`src/rtl/irq_ctrl.sv`:
```
// Interrupt controller: per-line edge/level capture, masking, fixed-priority
// arbitration, request/take/ack handshake and mtvec-based trap target.
module irq_ctrl #(
  parameter int          NUM_IRQ   = 32,
  parameter int          ID_W      = $clog2(NUM_IRQ),
  parameter logic [31:0] EDGE_MASK = 32'h0000_0000,
  parameter int          ADDR_W    = 32
) (
  input  logic               clk,
  input  logic               rst,
  input  logic [NUM_IRQ-1:0] irq_i,
  input  logic [NUM_IRQ-1:0] irq_mask_i,
  input  logic               mie_i,
  input  logic               mtvec_mode_i,
  input  logic [ADDR_W-1:0]  mtvec_base_i,
  input  logic               irq_take_i,
  input  logic               mret_i,
  output logic               irq_req_o,
  output logic [ID_W-1:0]    irq_id_o,
  output logic               irq_ack_o,
  output logic [ADDR_W-1:0]  irq_target_o,
  output logic [NUM_IRQ-1:0] irq_pending_o
);

  typedef enum logic [1:0] {
    ST_IDLE = 2'd0,
    ST_REQ  = 2'd1,
    ST_ACK  = 2'd2,
    ST_BUSY = 2'd3
  } state_e;

  state_e             state_q;
  logic [NUM_IRQ-1:0] pending_q;
  logic [NUM_IRQ-1:0] pending_d;
  logic [NUM_IRQ-1:0] irq_prev_q;
  logic [NUM_IRQ-1:0] eligible_s;
  logic [ID_W-1:0]    winner_s;
  logic [ID_W-1:0]    id_q;
  logic               req_q;
  logic               ack_q;
  logic [ADDR_W-1:0]  base_al_s;
  logic [ADDR_W-1:0]  offset_s;
  logic               unused_base_s;

  // Next pending vector: edge lines latch until acked (a new edge beats the clear).
  always_comb begin
    pending_d = pending_q;
    for (int i = 0; i < NUM_IRQ; i++) begin
      if (EDGE_MASK[i]) begin
        if (irq_i[i] && !irq_prev_q[i]) begin
          pending_d[i] = 1'b1;
        end else if ((state_q == ST_ACK) && (id_q == ID_W'(i))) begin
          pending_d[i] = 1'b0;
        end else begin
          pending_d[i] = pending_q[i];
        end
      end else begin
        pending_d[i] = irq_i[i];
      end
    end
  end

  // Eligible lines and highest-index winner.
  always_comb begin
    if (mie_i) begin
      eligible_s = pending_q & irq_mask_i;
    end else begin
      eligible_s = {NUM_IRQ{1'b0}};
    end
    winner_s = {ID_W{1'b0}};
    for (int i = 0; i < NUM_IRQ; i++) begin
      if (eligible_s[i]) begin
        winner_s = ID_W'(i);
      end else begin
        winner_s = winner_s;
      end
    end
  end

  // Pending and edge-history registers.
  always_ff @(posedge clk) begin
    if (rst) begin
      pending_q  <= {NUM_IRQ{1'b0}};
      irq_prev_q <= {NUM_IRQ{1'b0}};
    end else begin
      pending_q  <= pending_d;
      irq_prev_q <= irq_i;
    end
  end

  // Handshake FSM with registered req/ack/id; a take wins over a same-cycle withdrawal.
  always_ff @(posedge clk) begin
    if (rst) begin
      state_q <= ST_IDLE;
      req_q   <= 1'b0;
      ack_q   <= 1'b0;
      id_q    <= {ID_W{1'b0}};
    end else begin
      case (state_q)
        ST_IDLE: begin
          if (|eligible_s) begin
            state_q <= ST_REQ;
            req_q   <= 1'b1;
            id_q    <= winner_s;
          end
        end
        ST_REQ: begin
          if (irq_take_i) begin
            state_q <= ST_ACK;
            req_q   <= 1'b0;
            ack_q   <= 1'b1;
          end else if (!(|eligible_s)) begin
            state_q <= ST_IDLE;
            req_q   <= 1'b0;
          end else begin
            id_q    <= winner_s;
          end
        end
        ST_ACK: begin
          ack_q   <= 1'b0;
          state_q <= ST_BUSY;
        end
        ST_BUSY: begin
          if (mret_i) begin
            state_q <= ST_IDLE;
          end
        end
        default: begin
          state_q <= ST_IDLE;
          req_q   <= 1'b0;
          ack_q   <= 1'b0;
        end
      endcase
    end
  end

  assign base_al_s     = {mtvec_base_i[ADDR_W-1:2], 2'b00};
  assign offset_s      = {{(ADDR_W-ID_W-2){1'b0}}, id_q, 2'b00};
  assign unused_base_s = ^mtvec_base_i[1:0];

  assign irq_target_o  = mtvec_mode_i ? (base_al_s + offset_s) : base_al_s;
  assign irq_req_o     = req_q;
  assign irq_ack_o     = ack_q;
  assign irq_id_o      = id_q;
  assign irq_pending_o = pending_q;

endmodule

```
`config.mk`:
```
export PLATFORM = sky130hd
export DESIGN_NAME = irq_ctrl
export DESIGN_NICKNAME = d
export VERILOG_FILES = /design/src/rtl/irq_ctrl.sv
export SDC_FILE = /design/constraint.sdc
export NUM_CORES = 1
export LEC_CHECK = 0
export CAP_MARGIN = 20
export CORE_ASPECT_RATIO = 0.5
export CORE_MARGIN = 2
export CORE_UTILIZATION = 63
export DETAILED_ROUTE_END_ITERATION = 6
export DONT_BUFFER_PORTS = 1
export PLACE_DENSITY = 0.85
export SETUP_SLACK_MARGIN = 0.2
export SYNTH_ARGS = -nofsm -noshare
export SYNTH_HDL_FRONTEND = slang
export SYNTH_SLANG_ARGS = --single-unit
```
`constraint.sdc`:
```
create_clock -name clk -period 3.15 [get_ports clk]
set_input_delay 0.63 -clock clk [delete_from_list [all_inputs] [get_ports clk]]
set_output_delay 0.63 -clock clk [all_outputs]
set_load 0.01 [all_outputs]
```
==> impl_metrics.env <==
export IMPL_synth_edf_count=0
export IMPL_netlist_instances=302
export IMPL_drt_iter0_drc=161
export IMPL_diodes=0
export IMPL_criticalPathCategory="flop to primary output"
export IMPL_synth_cell_types=53
export IMPL_via_count=2403
export IMPL_fillCellCount=253
export IMPL_synthTopCellsByArea="dfxtp_1, nor2b_1, xnor2_1"
export IMPL_finalCritPeriodShare_pct=94.2
export IMPL_slowest_stage="dfxtp_4"
export IMPL_synth_area_um2=2560
export IMPL_dieArea_um2=4620
export IMPL_outcome="completed"
export IMPL_dpl_cell_count=350
export IMPL_crit_family="compound AO/OA/AOI/OAI gates"
export IMPL_drv_slew=0
export IMPL_grt_usage_pct=28.8
export IMPL_ys_flop_type="dfxtp_1"
export IMPL_drtPass1Iterations=5
export IMPL_yosysMostFrequentCell="dfxtp_1"
export IMPL_drive_gt1_share_pct=17.9
export IMPL_yosysTopAreaCellShare_pct=32.0
export IMPL_post_dp_hpwl_um=5270
export IMPL_critPathCaptureType="primary output"
export IMPL_dp_slack_ns=-0.0331
export IMPL_hold_buffers=0
export IMPL_core_area_um2=3900
export IMPL_fin_util_pct=75.6
export IMPL_drtAntennaViolNets=0
export IMPL_max_cap_violations=0
export IMPL_synth_async_reset_ratio_pct=0
export IMPL_cp_num_buf_inv=1
export IMPL_path_cells="ha_4 > inv_2 > fa_2 > nor2b_1 > o21a_1 > o21ai_2 > a211oi_2 > nand4_1 > xnor2_2"
export IMPL_fmax_mhz=337
export IMPL_worstPathArrival_ns=2.34
export IMPL_report_power_total_mw=1.25
export IMPL_yosysWarnings=0
export IMPL_wirelength_um=7300
export IMPL_start_util_pct=65.6
export IMPL_skew_ns=0.00787
export IMPL_grt_pass1_wl_um=10600
export IMPL_finalWorstSetupSlack_ns=0.182
export IMPL_cp_max_fo=3
export IMPL_report_final_hold_viol_count=0
export IMPL_grt_pass1_vias=2339
export IMPL_placementRows=16
export IMPL_worst_endpoint_required_ns=2.52
export IMPL_drc_errors=0
export IMPL_cts_inserted_buffers=5
export IMPL_power_leakage_nw=1.14
export IMPL_cts_sinks=41
export IMPL_period_needed_ns=2.97
export IMPL_antenna_found_initial=0
export IMPL_synth_common_cells="dfxtp_1, nor2b_1, nand2_1, xnor2_1, o21ai_0"
export IMPL_ys_seq_elements=41
export IMPL_cts_max_level=2
export IMPL_clk_latency_ns=0.30
export IMPL_power_density_nw_per_um2=425
export IMPL_postSynthAreaPerCell_um2=8.48
export IMPL_chipWidth_um=94.2
export IMPL_vdd_drop_max_mv=0.356
export IMPL_clockRootBuffer="clkbuf_8"
export IMPL_ios=173
export IMPL_finalNonFillerCells=362
export IMPL_hold_path_class="input port to flop"
export IMPL_fp_dieH_um=49.1
export IMPL_cts_buffer_depth=2
export IMPL_tritoncts="yes"
export IMPL_whs_ns=0.398
export IMPL_crit_path_max_incr_delay_ns=0.39
export IMPL_synthToLayoutAreaGrowth_pct=15.2
export IMPL_routed_via_density=6.64
export IMPL_yosysSeqAreaShare_pct=32.0
export IMPL_yosysTopAreaCell="dfxtp_1"
export IMPL_grt_ovfl_total=0
export IMPL_gp_congestion=0.831
export IMPL_path_clk_slew_ns=0.07
export IMPL_fin_nets=415
export IMPL_wire_per_inst_um=20.2
export IMPL_start_kind="flop"
export IMPL_port_buffers=0
export IMPL_rsz0062_at_grt="true"
export IMPL_grt_max_degree=42
export IMPL_finalSetupViolCount=0
## path summary, 6_finish.rpt
check / startpoint / to / slack, ns / cells past startpoint
min: rst / irq_pending_o[26] / 0.40 / 1
min reg2reg: irq_id_o[1] / irq_id_o[1] / 0.55 / 2
max: irq_id_o[0] / irq_target_o[16] / 0.18 / 9
max reg2reg: irq_pending_o[16] / irq_id_o[2] / 1.12 / 6
## cell usage in the layout, fill, tap and decap left out, drive strengths merged, types with 5 or more instances in the layout
cell / netlist / layout
clkbuf: 6 / 8
a22o: 9 / 9
nor2b: 34 / 34
nand3: 13 / 13
xnor2: 24 / 24
a211oi: 5 / 5
ha: 5 / 5
nor2: 10 / 10
inv: 11 / 11
buf: 3 / 6
and2: 8 / 8
dfxtp: 41 / 41
o21ai: 17 / 17
nand4: 8 / 8
a21oi: 15 / 15
and3: 5 / 5
a22oi: 8 / 8
nand2: 30 / 30
## logic make-up (layout without fill, tap and decap cells)
logic type / after synthesis / count (layout) / share of synthesized area (%)
AOI/OAI and AO/OA: 81 / 81 / 23.5
xor gates and xnor gates: 27 / 27 / 9.23
adders and majority gates: 6 / 6 / 3.22
buffers and inverters: 21 / 26 / 3.42
DFF: 41 / 41 / 32.0
muxes: 5 / 5 / 2.10
other: 1 / 2 / 0.146
and+or+nand+nor: 120 / 120 / 26.4
## state kept, by name (all words and copies together) (netlist names), named ones only
signal	count
irq_pending_o	32
irq_ack_o	1
irq_req_o	1
irq_id_o	5
state_q	1
## power by group
part | internal, mW | switching [mW] | total, mW | leakage [nW]
logic | 0.149 | 0.161 | 0.310 | 0.757
clock network | 0.157 | 0.169 | 0.326 | 0.0395
registers | 0.560 | 0.0582 | 0.618 | 0.342
total | 0.866 | 0.388 | 1.25 | 1.14
## area by class of cell
cell class / instances / area (um2) / share of cell area [%]
Multi-Input combinational cell: 241 / 1880 / 63.8
Sequential cell: 41 / 826 / 28.0
Clock buffer: 8 / 80.1 / 2.71
Tap cell: 54 / 67.6 / 2.29
Timing Repair Buffer: 6 / 48.8 / 1.65
Inverter: 12 / 45.0 / 1.53
## layer usage
| metal | GRT usage (%) | vias up | part of all wire (%) |
|---|---|---|---|
| met5 | 0 | - | 0 |
| met1 | 29.9 | 1125 | 37 |
| met4 | 10.1 | 0 | 2.9 |
| met2 | 54.8 | 144 | 50 |
| met3 | 8.96 | 28 | 10 |
| li1 | - | 1106 | - |
## per-stage QoR
stage	setup TNS, ns	cell area, um2
2_1_floorplan	0	2570
4_1_cts	0	2830
3_5_place_dp	-0.0514	2610
6_report	0	2950
3_3_place_gp	0	2610
5_1_grt	0	2950
## timing repair
item / in CTS / in global routing
pin swaps: 11 / 16
gates resized for setup: 24 / 18
buffers inserted: 2 / 2
endpoints found under the hold margin: 0 / 0
endpoints found under the setup margin: 16 / 22
Note: power is estimated with default switching activity, not from simulation.
